===== config.mk =====
export PLATFORM = sky130hd
export DESIGN_NAME = pipma_lsu
export DESIGN_NICKNAME = d
export VERILOG_FILES = /design/src/rtl/pipma_lsu_pkg.sv /design/src/rtl/lsu_align.sv /design/src/rtl/pipma_lsu.sv
export SDC_FILE = /design/constraint.sdc
export NUM_CORES = 1
export LEC_CHECK = 0
export ABC_AREA = 1
export ABC_CLOCK_PERIOD_IN_PS = 13890
export CORE_UTILIZATION = 50
export CTS_CLUSTER_DIAMETER = 120
export DETAILED_ROUTE_END_ITERATION = 16
export HOLD_SLACK_MARGIN = 0.05
export PLACE_DENSITY = 0.95
export SKIP_CTS_REPAIR_TIMING = 1
export SLEW_MARGIN = 5
export SYNTH_ARGS = -nofsm -noshare
export SYNTH_HDL_FRONTEND = slang
export SYNTH_SLANG_ARGS = --single-unit

===== constraint.sdc =====
create_clock -name iCLK -period 13.89 [get_ports iCLK]
set_clock_uncertainty 0.1 [all_clocks]
set_input_delay 2.0835 -clock iCLK [delete_from_list [all_inputs] [get_ports iCLK]]
set_output_delay 2.0835 -clock iCLK [all_outputs]
set_load 0.02 [all_outputs]

===== src/rtl/pipma_lsu_pkg.sv =====
// pipma_lsu_pkg: shared op codes, FSM states and access-size encodings for the MA stage
package pipma_lsu_pkg;
  localparam int OP_LB  = 1;
  localparam int OP_LH  = 2;
  localparam int OP_LW  = 3;
  localparam int OP_LBU = 4;
  localparam int OP_LHU = 5;
  localparam int OP_SB  = 6;
  localparam int OP_SH  = 7;
  localparam int OP_SW  = 8;
  typedef enum logic {IDLE, REQ} state_e;
  typedef enum logic [1:0] {SZ_B, SZ_H, SZ_W} size_e;
endpackage


===== src/rtl/lsu_align.sv =====
// lsu_align: byte-lane steering, misalignment check and load extraction/extension
module lsu_align
  import pipma_lsu_pkg::*;
#(
  parameter int OP_W = 10
) (
  input  logic [OP_W-1:0] op,
  input  logic [1:0]      off,
  input  logic [31:0]     sdata,
  output logic [1:0]      size,
  output logic            uns,
  output logic [3:0]      be,
  output logic [31:0]     wdata,
  output logic            misalign,
  input  logic [1:0]      rsize,
  input  logic            runs,
  input  logic [1:0]      roff,
  input  logic [31:0]     rdata,
  output logic [31:0]     ldata
);
  logic is_b, is_h;
  logic [7:0] b;
  logic [15:0] h;
  assign is_b = op == OP_W'(OP_LB) || op == OP_W'(OP_LBU) || op == OP_W'(OP_SB);
  assign is_h = op == OP_W'(OP_LH) || op == OP_W'(OP_LHU) || op == OP_W'(OP_SH);
  assign uns = op == OP_W'(OP_LBU) || op == OP_W'(OP_LHU);
  // Unrecognised ops fall through to a full word access.
  assign size = is_b ? SZ_B : is_h ? SZ_H : SZ_W;
  assign be = is_b ? 4'b0001 << off : is_h ? 4'b0011 << off : 4'b1111;
  assign wdata = is_b ? {4{sdata[7:0]}} : is_h ? {2{sdata[15:0]}} : sdata;
  assign misalign = (is_h & off[0]) | (!is_b & !is_h & |off);
  assign b = rdata[{roff, 3'b000} +: 8];
  assign h = roff[1] ? rdata[31:16] : rdata[15:0];
  assign ldata = rsize == SZ_B ? {{24{b[7] & !runs}}, b} :
                 rsize == SZ_H ? {{16{h[15] & !runs}}, h} : rdata;
endmodule


===== src/rtl/pipma_lsu.sv =====
// pipma_lsu: memory-access stage with req/ack load/store unit and wait-state timeout
module pipma_lsu
  import pipma_lsu_pkg::*;
#(
  parameter int ADDR_W   = 32,
  parameter int OP_W     = 10,
  parameter int WAIT_MAX = 16,
  parameter int CNT_W    = 5
) (
  input  logic              iCLK,
  input  logic              iRST,
  input  logic              iValid,
  input  logic              iFlush,
  input  logic [OP_W-1:0]   iDecodedOP,
  input  logic              iMEM,
  input  logic              iRW,
  input  logic [4:0]        iDregADDR,
  input  logic [31:0]       iDregDATA,
  input  logic [31:0]       iStoreDATA,
  output logic              oStallMA,
  output logic              oValid,
  output logic [4:0]        oDregADDR,
  output logic [31:0]       oDregDATA,
  output logic              oMisalign,
  output logic              oBusErr,
  output logic [ADDR_W-1:0] oBadADDR,
  output logic              oDmemREQ,
  output logic              oDmemWE,
  output logic [ADDR_W-1:0] oDmemADDR,
  output logic [3:0]        oDmemBE,
  output logic [31:0]       oDmemWDATA,
  input  logic              iDmemACK,
  input  logic [31:0]       iDmemRDATA
);
  // Timeout fires in the REQ cycle whose count of prior unacked cycles is WAIT_MAX-1.
  localparam logic [CNT_W-1:0] LAST = CNT_W'(WAIT_MAX > 0 ? WAIT_MAX - 1 : 0);
  state_e state, state_d;
  logic [CNT_W-1:0] cnt;
  logic [4:0] rd_q;
  logic [ADDR_W-1:0] addr_q;
  logic [3:0] be_q;
  logic [31:0] wdata_q;
  logic [1:0] size_q;
  logic we_q, uns_q, flush_q;
  logic [1:0] size;
  logic uns, mis;
  logic [3:0] be;
  logic [31:0] wdata, ldata;
  logic go, start, pass, mis_ev, ack, timeout, drop;
  lsu_align #(.OP_W(OP_W)) u_align (
    .op(iDecodedOP),
    .off(iDregDATA[1:0]),
    .sdata(iStoreDATA),
    .size(size),
    .uns(uns),
    .be(be),
    .wdata(wdata),
    .misalign(mis),
    .rsize(size_q),
    .runs(uns_q),
    .roff(addr_q[1:0]),
    .rdata(iDmemRDATA),
    .ldata(ldata)
  );
  assign go = iValid & !iFlush;
  assign drop = flush_q | iFlush;
  assign oStallMA = state == REQ ? !ack & !timeout : start;
  assign oDmemREQ = state == REQ;
  assign oDmemWE = we_q;
  assign oDmemADDR = {addr_q[ADDR_W-1:2], 2'b00};
  assign oDmemBE = be_q;
  assign oDmemWDATA = wdata_q;
  // Next-state and per-cycle event decode; ACK takes priority over timeout.
  always_comb begin
    pass = 1'b0;
    start = 1'b0;
    mis_ev = 1'b0;
    ack = 1'b0;
    timeout = 1'b0;
    if (state == IDLE) begin
      pass = go & !iMEM;
      start = go & iMEM & !mis;
      mis_ev = go & iMEM & mis;
    end else begin
      ack = iDmemACK;
      timeout = WAIT_MAX > 0 && !iDmemACK && cnt == LAST;
    end
    state_d = state == IDLE ? (start ? REQ : IDLE) : (ack | timeout ? IDLE : REQ);
  end
  // State register; reset withdraws REQ immediately.
  always_ff @(posedge iCLK or posedge iRST)
    if (iRST) state <= IDLE;
    else state <= state_d;
  // Capture the transaction at issue and hold it stable for the bus; latch flushes seen during REQ.
  always_ff @(posedge iCLK or posedge iRST)
    if (iRST) begin
      cnt <= '0;
      rd_q <= '0;
      addr_q <= '0;
      be_q <= '0;
      wdata_q <= '0;
      size_q <= '0;
      we_q <= 1'b0;
      uns_q <= 1'b0;
      flush_q <= 1'b0;
    end else begin
      cnt <= state == REQ && !iDmemACK ? cnt + 1'b1 : '0;
      if (start) begin
        rd_q <= iDregADDR;
        addr_q <= iDregDATA[ADDR_W-1:0];
        be_q <= be;
        wdata_q <= wdata;
        size_q <= size;
        we_q <= !iRW;
        uns_q <= uns;
        flush_q <= 1'b0;
      end else if (state == REQ && iFlush) flush_q <= 1'b1;
    end
  // Writeback registers and exception pulses; stores complete with rd=0 so nothing is written.
  always_ff @(posedge iCLK or posedge iRST)
    if (iRST) begin
      oValid <= 1'b0;
      oDregADDR <= '0;
      oDregDATA <= '0;
      oMisalign <= 1'b0;
      oBusErr <= 1'b0;
      oBadADDR <= '0;
    end else begin
      oValid <= pass | (ack & !drop);
      oMisalign <= mis_ev;
      oBusErr <= timeout;
      if (pass) begin
        oDregADDR <= iDregADDR;
        oDregDATA <= iDregDATA;
      end else if (ack & !drop) begin
        oDregADDR <= we_q ? 5'd0 : rd_q;
        oDregDATA <= we_q ? oDregDATA : ldata;
      end
      if (mis_ev) oBadADDR <= iDregDATA[ADDR_W-1:0];
      else if (timeout) oBadADDR <= addr_q;
    end
endmodule


==> impl_metrics.csv, run 1 <==
group,metric,value,unit
synth,synthTopCellsByArea,"dfrtp_1 (50%), nand2_1 (18%), nand3_1 (8.7%)",
synth,synth_edf_count,0,
worst_setup_path,crit_path_end_kind,"output port",
die,dieArea,16200,µm²
finish,syn_to_final_growth,37.7,%
sta,drv_slew,0,
clock_network,clk_latency,0.42,ns
worst_setup_path,critPathMaxFanout,14,
die,core-area,15300,µm²
worst_setup_path,r2r_start,"oDmemREQ$_DFF_PP0_",
sta,fin_crit_sh,45.8,%
worst_setup_path,worstSetupStartpointType,"input port",
detailed_routing,vias_per_cell,5.55,
place,dp_hpwl,17.2,mm
worst_setup_path,path_class,"input port to output port",
clock_network,root_buffer,"clkbuf_16",
grt,grt_pass1_vias,7894,
place,io_buffers,258,
finish,fin_nets,1342,
worst_hold_path,hold_depth,1,
synth,synth.area.mux_share,0,%
finish,utilization,71.0,%
clock_network,cts_made_buffers,17,
die,initial_core_util,51.5,%
detailed_routing,drt_iter0_markers,662,
clock_network,cts_tree,"done",
synth,synth_common_cells,"nand2_1 (387), dfrtp_1 (156), nand3_1 (136), nor2_1 (86), o21ai_0 (50)",
synth,synth-xor-area-share,0,%
power_and_ir_drop,p_per_area,153,nW/µm²
detailed_routing,routedWlPerCell,17.5,µm
synth,synthDistinctLibCells,32,
die,die_y,127,µm
grt,grt_pass1_wl,40.3,mm
sta,period_minus_slack,6.36,ns
power_and_ir_drop,ir_drop,87.0,µV
worst_setup_path,rr_worst_depth,9,
worst_hold_path,worstHoldPathType,"flip-flop to flip-flop",
grt,antenna_found_initial,1,
worst_setup_path,timing.rr.end,"addr_q[28]$_DFFE_PP0P_",
clock_network,clock-sinks,156,
detailed_routing,ant_nets,0,
synth,synth-simple-area-share,32.7,%
finish,drive_gt1_share,4.39,%
sta,max_freq,157,MHz
power_and_ir_drop,swShare,33.7,%
synth,ys_seq_elements,156,
clock_network,cts_max_level,4,
sta,setup_viol,0,
power_and_ir_drop,p_seq_share,38.1,%
synth,synth.most_common_cell,"nand2_1",
sta,finalHoldViolCount,0,
detailed_routing,wirelength,25.2,mm
worst_setup_path,crit_required,11.71,ns
synth,yosysWarnings,0,
sta,tightest_slew,1.22,ns
synth,synthAdderAreaFrac,0.955,%
die,die_w,127,µm
die,num_io_pins,261,
clock_network,clk_pin_slew,0.06,ns
worst_hold_path,holdPathEnd,"cnt[0]$_DFF_PP0_",
power_and_ir_drop,power.leakage,0.00506,µW
worst_setup_path,critPathLaunch,"iDecodedOP[7]",
clock_network,clockBufferDepth,2,
status,status,"complete, no violations",
synth,ys.flop_type,"dfrtp_1",
place,gp_congestion,0.840,
detailed_routing,num_vias,8010,
detailed_routing,drc,0,
sta,slew_headroom,18.5,%
synth,async_flop_share,100,%
die,rows,45,
synth,netlist_area,7870,µm²
power_and_ir_drop,combPwrFrac,33.7,%
power_and_ir_drop,p_sw,557,µW
grt,grt_max_degree,89,
worst_hold_path,hold_path_startpoint,"cnt[0]$_DFF_PP0_",
power_and_ir_drop,pwr-share-clk,28.2,%
sta,rsz0062_at_grt,"false",
synth,seq_area_frac_synth,49.6,%
grt,grt_usage,32.0,%
detailed_routing,dr.pass1.iters,6,
worst_setup_path,rrSetupSlack,10.57,ns
worst_setup_path,crit_arrival,4.17,ns
synth,synth_top_family_by_area,"simple AND/OR/NAND/NOR gates",
grt,overflow,0,
synth,synth-compound-area-share,7.91,%
synth,avgSynthCellArea,7.67,µm²
synth,post-synth-top-area-cell,"dfrtp_1",
synth,synthCells,1025,
sta,fin_tns_setup,0,ns
synth,synth_top_area_share,49.6,%
power_and_ir_drop,internal-power,1090,µW
job,drv_cap,0,
critical path: stages:
cell and delay, ns:
clkdlybuf4s50_1 0.39, or2_1 0.26, nor2_4 0.15, nand2_2 0.22, nand3b_2 0.20, nand3_4 0.08
o21ai_0 0.13, clkdlybuf4s50_1 0.66
cells by family (layout without fill, tap and decap cells):
family / after synthesis / after routing
compound gates: 108 / 108
buf+inv: 131 / 335
other cells: 1 / 3
flops: 156 / 156
fa+ha+maj: 6 / 6
simple gates: 623 / 623
layout by cell type, fill, tap and decap left out, types with 2 or more instances in the layout:
cell type	netlist	final
nand2_1	387	386
clkdlybuf4s50_1	0	258
dfrtp_1	156	156
nand3_1	136	135
nor2_1	86	86
o21ai_0	50	50
inv_1	39	38
o22ai_1	29	29
clkbuf_16	0	17
a21oi_1	10	10
o211ai_1	10	10
ha_1	6	6
a31oi_1	5	5
buf_4	36	5
clkbuf_8	0	4
clkinvlp_4	0	4
nand2_2	2	3
clkinv_2	0	3
nor2_4	2	2
nor2_2	2	2
inv_2	2	2
nand3_2	1	2
or2_2	2	2
inv_6	0	2
conb_1	1	2
bufinv_16	0	2
routing by layer:
metal | global-route usage, % | wire length [µm]
met1 | 38.5 | 9420
met2 | 52.0 | 12200
met5 | 0 | 0
met4 | 19.6 | 1380
met3 | 7.83 | 2210
area by class of cell:
type,instances,area [µm²]
Fill cell,1120,4430
Sequential cell,156,3900
Multi-Input combinational cell,739,3290
Timing Repair Buffer,263,2620
Clock buffer,21,480
Tap cell,211,264
Inverter,41,159
Clock inverter,10,114
Antenna cell,1,2.50
worst max-delay path by stage:
| stage | cells past startpoint | to |
|---|---|---|
| after floorplan | 1 | addr_q[0]$_DFFE_PP0P_ |
| after global placement | 8 | oStallMA |
| after detailed placement | 8 | oStallMA |
| after CTS | 8 | oStallMA |
| after global routing | 10 | oStallMA |
| final | 8 | oStallMA |
power groups by stage:
stage	logic, µW	clock network (µW)	registers (µW)
6_report	557	466	630
5_1_grt	595	491	642
4_1_cts	557	469	629
3_5_place_dp	552	0	633
3_3_place_gp	539	0	629
2_1_floorplan	217	0	708
state kept, by name (all words and copies together) (netlist names):
signal,flops
addr_q,32
oDmemBE,4
flush_q,1
oMisalign,1
rd_q,5
oDmemWE,1
oBadADDR,32
oDmemWDATA,32
oDregADDR,5
uns_q,1
oDmemREQ,1
oValid,1
size_q,2
oBusErr,1
oDregDATA,32
cnt,5
stage by stage:
step           cell area [µm²]  power [µW]  hold slack (ns)  setup WS [ns]  std cells
2_1_floorplan             7870         925            0.332           7.50       1026
3_3_place_gp             10200        1170            0.349           7.57       1410
3_5_place_dp             10200        1190            0.360           7.54       1410
4_1_cts                  10800        1650            0.380           7.53       1441
5_1_grt                  10800        1730            0.387           7.38       1442
6_report                 10800        1650            0.377           7.53       1442
No activity file was read; power rests on OpenSTA's default activity.
==> run 2: changes to the inputs <==
--- a/config.mk
+++ b/config.mk
@@ -6,12 +6,12 @@
 export NUM_CORES = 1
 export LEC_CHECK = 0
 export ABC_AREA = 1
-export ABC_CLOCK_PERIOD_IN_PS = 13890
-export CORE_UTILIZATION = 50
+export ABC_CLOCK_PERIOD_IN_PS = 6260
+export CORE_UTILIZATION = 46
 export CTS_CLUSTER_DIAMETER = 120
 export DETAILED_ROUTE_END_ITERATION = 16
 export HOLD_SLACK_MARGIN = 0.05
-export PLACE_DENSITY = 0.95
+export PLACE_DENSITY = 0.89
 export SKIP_CTS_REPAIR_TIMING = 1
 export SLEW_MARGIN = 5
 export SYNTH_ARGS = -nofsm -noshare
==> constraint.sdc (replaced) <==
create_clock -name iCLK -period 6.26 [get_ports iCLK]
set_clock_uncertainty 0.1 [all_clocks]
set_input_delay 0.939 -clock iCLK [delete_from_list [all_inputs] [get_ports iCLK]]
set_output_delay 0.939 -clock iCLK [all_outputs]
set_load 0.02 [all_outputs]
==> run 2 against run 1 <==
Against the previous run:
- clock power rose by 130%
- worst hold slack got worse by 0.013 ns
- critical path depth shrank 1
- sequential share of layout area down 0.071 points
- setup slack worse by 5.6 ns
- clock-buffer cell count decreased by 3
- final cell count grew 0.69%
- critical path type unchanged
==> impl_metrics.csv, run 2 (same netlist as run 1, synthesis figures left out) <==
group,metric,value,unit
sta,drv_slew,0,
detailed_routing,drt_iter0_markers,572,
job,drv_cap,0,
die,initial_core_util,47.3,%
clock_network,root_buffer,"clkbuf_16",
clock_network,clock-sinks,156,
die,dieArea,17600,µm²
sta,rsz0062_at_grt,"false",
finish,drive_gt1_share,4.47,%
grt,grt_usage,28.6,%
detailed_routing,ant_nets,0,
power_and_ir_drop,p_per_area,339,nW/µm²
detailed_routing,wirelength,24.8,mm
place,dp_hpwl,17.1,mm
worst_setup_path,crit_arrival,3.33,ns
detailed_routing,dr.pass1.iters,5,
finish,layout.cells.most_common,"nand2_1",
worst_setup_path,crit_required,5.22,ns
status,status,"complete, no violations",
power_and_ir_drop,finalPower,3680,µW
detailed_routing,routedWlPerCell,17.1,µm
sta,tightest_slew,1.24,ns
worst_setup_path,worstSetupStartpointType,"input port",
worst_setup_path,cp_cell_sequence,"clkdlybuf4s50_1 > nor2_1 > nand2_1 > nor2_4 > nand3_4 > o21ai_0 > clkdlybuf4s50_1",
die,die_w,133,µm
finish,final_cell_mix,"nand2_1 (386), clkdlybuf4s50_1 (258), dfrtp_1 (156), nand3_1 (135), nor2_1 (86)",
power_and_ir_drop,ir_drop,178,µV
finish,syn_to_final_growth,38.0,%
sta,period_minus_slack,4.36,ns
clock_network,clockBufferDepth,2,
place,detailedPlace.worstSlack,1.89,ns
grt,grt_max_degree,113,
clock_network,cts_made_buffers,17,
detailed_routing,drc,0,
worst_setup_path,crit_path_frequent_cell,"clkdlybuf4s50_1",
sta,setup_viol,0,
sta,fin_tns_setup,0,ns
die,num_io_pins,261,
sta,fin_crit_sh,69.7,%
grt,grt_pass1_wl,39.2,mm
clock_network,cts_tree,"done",
die,die_y,133,µm
finish,fin_nets,1342,
worst_hold_path,worstHoldPathType,"flip-flop to flip-flop",
sta,finalHoldViolCount,0,
grt,grt_pass1_vias,7487,
worst_setup_path,critPathMaxFanout,34,
detailed_routing,num_vias,7851,
place,gp_congestion,0.888,
clock_network,clk_pin_slew,0.06,ns
sta,max_freq,229,MHz
finish,utilization,65.2,%
sta,fin_ws,1.90,ns
clock_network,clk_latency,0.43,ns
worst_setup_path,cp_slowest_cell,"nor2_4",
clock_network,cts_max_level,4,
worst_setup_path,critPathMaxStageDelay,0.73,ns
die,core-area,16600,µm²
worst_setup_path,crit_path_end_kind,"output port",
power_and_ir_drop,power.leakage,0.00506,µW
grt,overflow,0,
worst_setup_path,path_class,"input port to output port",
place,io_buffers,258,
detailed_routing,vias_per_cell,5.41,
worst_setup_path,path_buf_inv,2,
die,rows,47,
worst_setup_path,cpLargestDelayFamily,"simple AND/OR/NAND/NOR gates",
sta,slew_headroom,16.9,%
grt,antenna_found_initial,1,
finish,fillers,1406,
run 2: routing by layer:
metal	up-vias	part of all wire, %	global-route usage [%]
met5	-	0	0
met4	0	3.7	14.6
met3	71	8.9	6.59
met2	407	48	46.0
met1	3707	39	36.3
li1	3666	-	-
run 2: area by class of cell:
class                      count  area [µm²]  share of cell area, %
timing repair buffer         263        2620                   24.1
multi-input combinational    739        3290                   30.3
inverter                      41         159                   1.46
tap                          220         275                   2.54
sequential                   156        3900                   36.0
antenna                        1        2.50                 0.0231
clock buffer                  18         439                   4.05
clock inverter                14         160                   1.48
run 2: through the flow:
stage,hold WS [ns],instance area (µm²),cells
after detailed placement,0.365,10200,1419
after global routing,0.381,10900,1452
final,0.364,10900,1452
after CTS,0.373,10800,1451
after floorplan,0.332,7870,1026
after global placement,0.347,10200,1419
run 2: path summary, 6_finish.rpt:
path | startpoint | end | slack, ns | cells after the start
max | iFlush | oStallMA | 1.90 | 7
min | cnt[0]$_DFF_PP0_ | cnt[0]$_DFF_PP0_ | 0.36 | 1
max reg2reg | oDmemREQ$_DFF_PP0_ | oDmemWDATA[29]$_DFFE_PP0P_ | 2.92 | 8
min reg2reg | cnt[0]$_DFF_PP0_ | cnt[0]$_DFF_PP0_ | 0.36 | 1
max in group asynchronous | iRST | oBadADDR[6]$_DFFE_PP0P_ | 3.89 | 3
min in group asynchronous | iRST | flush_q$_DFFE_PP0P_ | 1.02 | 2
run 2: worst reg2reg max path: cells and delay by family, from the launching register on:
kind	cells	cell delay (ns)
flip-flops	1	0.44
AND/OR/NAND/NOR	6	1.54
buffers and inverters	2	1.21
run 2: power by group:
part | internal [µW] | switching [µW]
clock network | 606 | 452
logic | 573 | 655
registers | 1230 | 167
==> run 3: changes to the inputs <==
--- a/config.mk
+++ b/config.mk
@@ -6,7 +6,7 @@
 export NUM_CORES = 1
 export LEC_CHECK = 0
 export ABC_AREA = 1
-export ABC_CLOCK_PERIOD_IN_PS = 6260
+export ABC_CLOCK_PERIOD_IN_PS = 4300
 export CORE_UTILIZATION = 46
 export CTS_CLUSTER_DIAMETER = 120
 export DETAILED_ROUTE_END_ITERATION = 16
==> constraint.sdc (replaced) <==
create_clock -name iCLK -period 4.3 [get_ports iCLK]
set_clock_uncertainty 0.1 [all_clocks]
set_input_delay 0.645 -clock iCLK [delete_from_list [all_inputs] [get_ports iCLK]]
set_output_delay 0.645 -clock iCLK [all_outputs]
set_load 0.02 [all_outputs]
==> run 3 against run 2 <==
Against the previous run:
- sequential share of layout area shrank 0.34 points
- design area is 0.96% higher
- clock-buffer cell count stayed put
- sequential power up 45%
- global-route usage is 0.52 points higher
- combinational power rose by 46%
- largest power group unchanged
==> impl_metrics.csv, run 3 (same netlist as run 1, synthesis figures left out) <==
group,metric,value,unit
status,status,"complete, no violations",
worst_setup_path,path_class,"input port to output port",
worst_setup_path,cp_slowest_cell,"clkdlybuf4s50_1",
sta,fin_tns_setup,0,ns
power_and_ir_drop,p_sw,1830,µW
grt,grt_pass1_wl,40.2,mm
die,num_io_pins,261,
finish,fillers,1366,
clock_network,root_buffer,"clkbuf_16",
detailed_routing,wirelength,25.2,mm
worst_setup_path,cp_cell_sequence,"clkdlybuf4s50_1 > or2_1 > nor2_4 > nand2_2 > nand3b_2 > nand3_4 > o21ai_0 > clkdlybuf4s50_1",
detailed_routing,drt_iter0_markers,702,
clock_network,clockBufferDepth,2,
grt,antenna_found_initial,2,
clock_network,clock-sinks,156,
sta,period_minus_slack,3.46,ns
worst_setup_path,crit_path_end_kind,"output port",
finish,ff_latch_area,3900,µm²
detailed_routing,dr.pass1.iters,5,
clock_network,cts_made_buffers,17,
clock_network,cts_tree,"done",
finish,fin_nets,1350,
power_and_ir_drop,p_seq_share,37.4,%
detailed_routing,drc,0,
worst_setup_path,crit_path_frequent_cell,"clkdlybuf4s50_1",
detailed_routing,vias_per_cell,5.40,
place,io_buffers,258,
finish,multiInputGateArea,3290,µm²
finish,drive_gt1_share,5.08,%
clock_network,clk_latency,0.42,ns
place,dp_hpwl,17.6,mm
die,dieArea,17600,µm²
finish,syn_to_final_growth,39.3,%
sta,setup_viol,0,
detailed_routing,ant_nets,0,
detailed_routing,wl_met3,1.85,mm
grt,grt_usage,29.2,%
sta,max_freq,289,MHz
power_and_ir_drop,combPwrFrac,33.0,%
sta,fin_crit_sh,80.4,%
sta,rsz0062_at_grt,"false",
die,die_y,133,µm
job,drv_cap,0,
grt,grt_max_degree,89,
grt,grt_pass1_vias,7687,
sta,tightest_slew,1.10,ns
worst_setup_path,crit_required,3.56,ns
finish,utilization,65.8,%
clock_network,cts_max_level,4,
worst_setup_path,crit_arrival,2.71,ns
finish,final_cell_mix,"nand2_1 (386), clkdlybuf4s50_1 (258), dfrtp_1 (156), nand3_1 (135), nor2_1 (86)",
die,initial_core_util,47.3,%
power_and_ir_drop,pwr-share-clk,29.6,%
grt,overflow,0,
clock_network,clk_pin_slew,0.06,ns
power_and_ir_drop,power.leakage,0.00512,µW
power_and_ir_drop,swShare,33.5,%
worst_setup_path,critPathMaxStageDelay,0.66,ns
worst_hold_path,worstHoldPathType,"flip-flop to flip-flop",
detailed_routing,num_vias,7879,
detailed_routing,met1_length,10.0,mm
sta,slew_headroom,26.5,%
detailed_routing,routedWlPerCell,17.3,µm
worst_setup_path,critPathMaxFanout,14,
power_and_ir_drop,internal-power,3620,µW
detailed_routing,top_layer_used,"met5",
worst_setup_path,worstSetupStartpointType,"input port",
die,die_w,133,µm
place,gp_congestion,0.875,
die,core-area,16600,µm²
finish,layout.cells.most_common,"nand2_1",
die,rows,47,
power_and_ir_drop,p_per_area,497,nW/µm²
sta,drv_slew,0,
power_and_ir_drop,ir_drop,319,µV
detailed_routing,routed-wl-met2,12.4,mm
sta,finalHoldViolCount,0,
==> run 3: cell types whose count changed in the layout (fill, tap and decap cells not counted) <==
cell and change:
clkinv_2 +3, inv_6 -4, buf_4 +7, bufinv_16 +2, clkinv_4 -1, buf_12 +1
==> run 3: path summary, 6_finish.rpt <==
| check | from | to | slack, ns | depth (start not counted) |
|---|---|---|---|---|
| min in group asynchronous | iRST | cnt[3]$_DFF_PP0_ | 0.62 | 2 |
| hold / removal | cnt[0]$_DFF_PP0_ | cnt[0]$_DFF_PP0_ | 0.36 | 1 |
| max in group asynchronous | iRST | oBusErr$_DFF_PP0_ | 2.56 | 3 |
| hold reg to reg | cnt[0]$_DFF_PP0_ | cnt[0]$_DFF_PP0_ | 0.36 | 1 |
| setup reg to reg | size_q[1]$_DFFE_PP0P_ | oDregDATA[12]$_DFFE_PP0P_ | 1.49 | 5 |
| setup / recovery | iDecodedOP[7] | oStallMA | 0.84 | 8 |
==> run 3: cell type report <==
type | instances | share of cell area [%]
inverter | 41 | 1.44
antenna | 1 | 0.0228
clock inverter | 14 | 1.76
multi-input combinational | 739 | 30.0
timing repair buffer | 271 | 24.6
clock buffer | 18 | 4.01
tap | 220 | 2.51
sequential | 156 | 35.6
==> run 3: critical path, delay by kind of cell <==
kind                   cells  cell delay, ns
AND/OR/NAND/NOR            5            0.90
buffers and inverters      2            1.05
AO/OA/AOI/OAI              1            0.12
==> run 3: metrics by stage <==
stage / std cells / cell area (µm²) / total power, µW / hold WS, ns / setup slack [ns]
3_5_place_dp: 1427 / 10300 / 3840 / 0.354 / 0.804
5_1_grt: 1460 / 11000 / 5680 / 0.387 / 0.720
4_1_cts: 1459 / 11000 / 5460 / 0.361 / 0.803
6_report: 1460 / 11000 / 5440 / 0.358 / 0.843
2_1_floorplan: 1026 / 7870 / 2990 / 0.332 / 1.58
3_3_place_gp: 1427 / 10300 / 3790 / 0.352 / 0.826
==> run 3: per-layer routing <==
layer	GRT usage (%)	up-vias
li1	-	3686
met1	36.3	3718
met2	48.5	401
met3	5.71	72
met4	14.7	2
met5	0	-
==> run 3: power groups by stage <==
stage          Clock [µW]  Sequential [µW]  Combinational [µW]
2_1_floorplan           0             2290                 701
3_3_place_gp            0             2040                1750
3_5_place_dp            0             2050                1790
4_1_cts              1630             2030                1800
5_1_grt              1690             2070                1920
6_report             1610             2030                1800
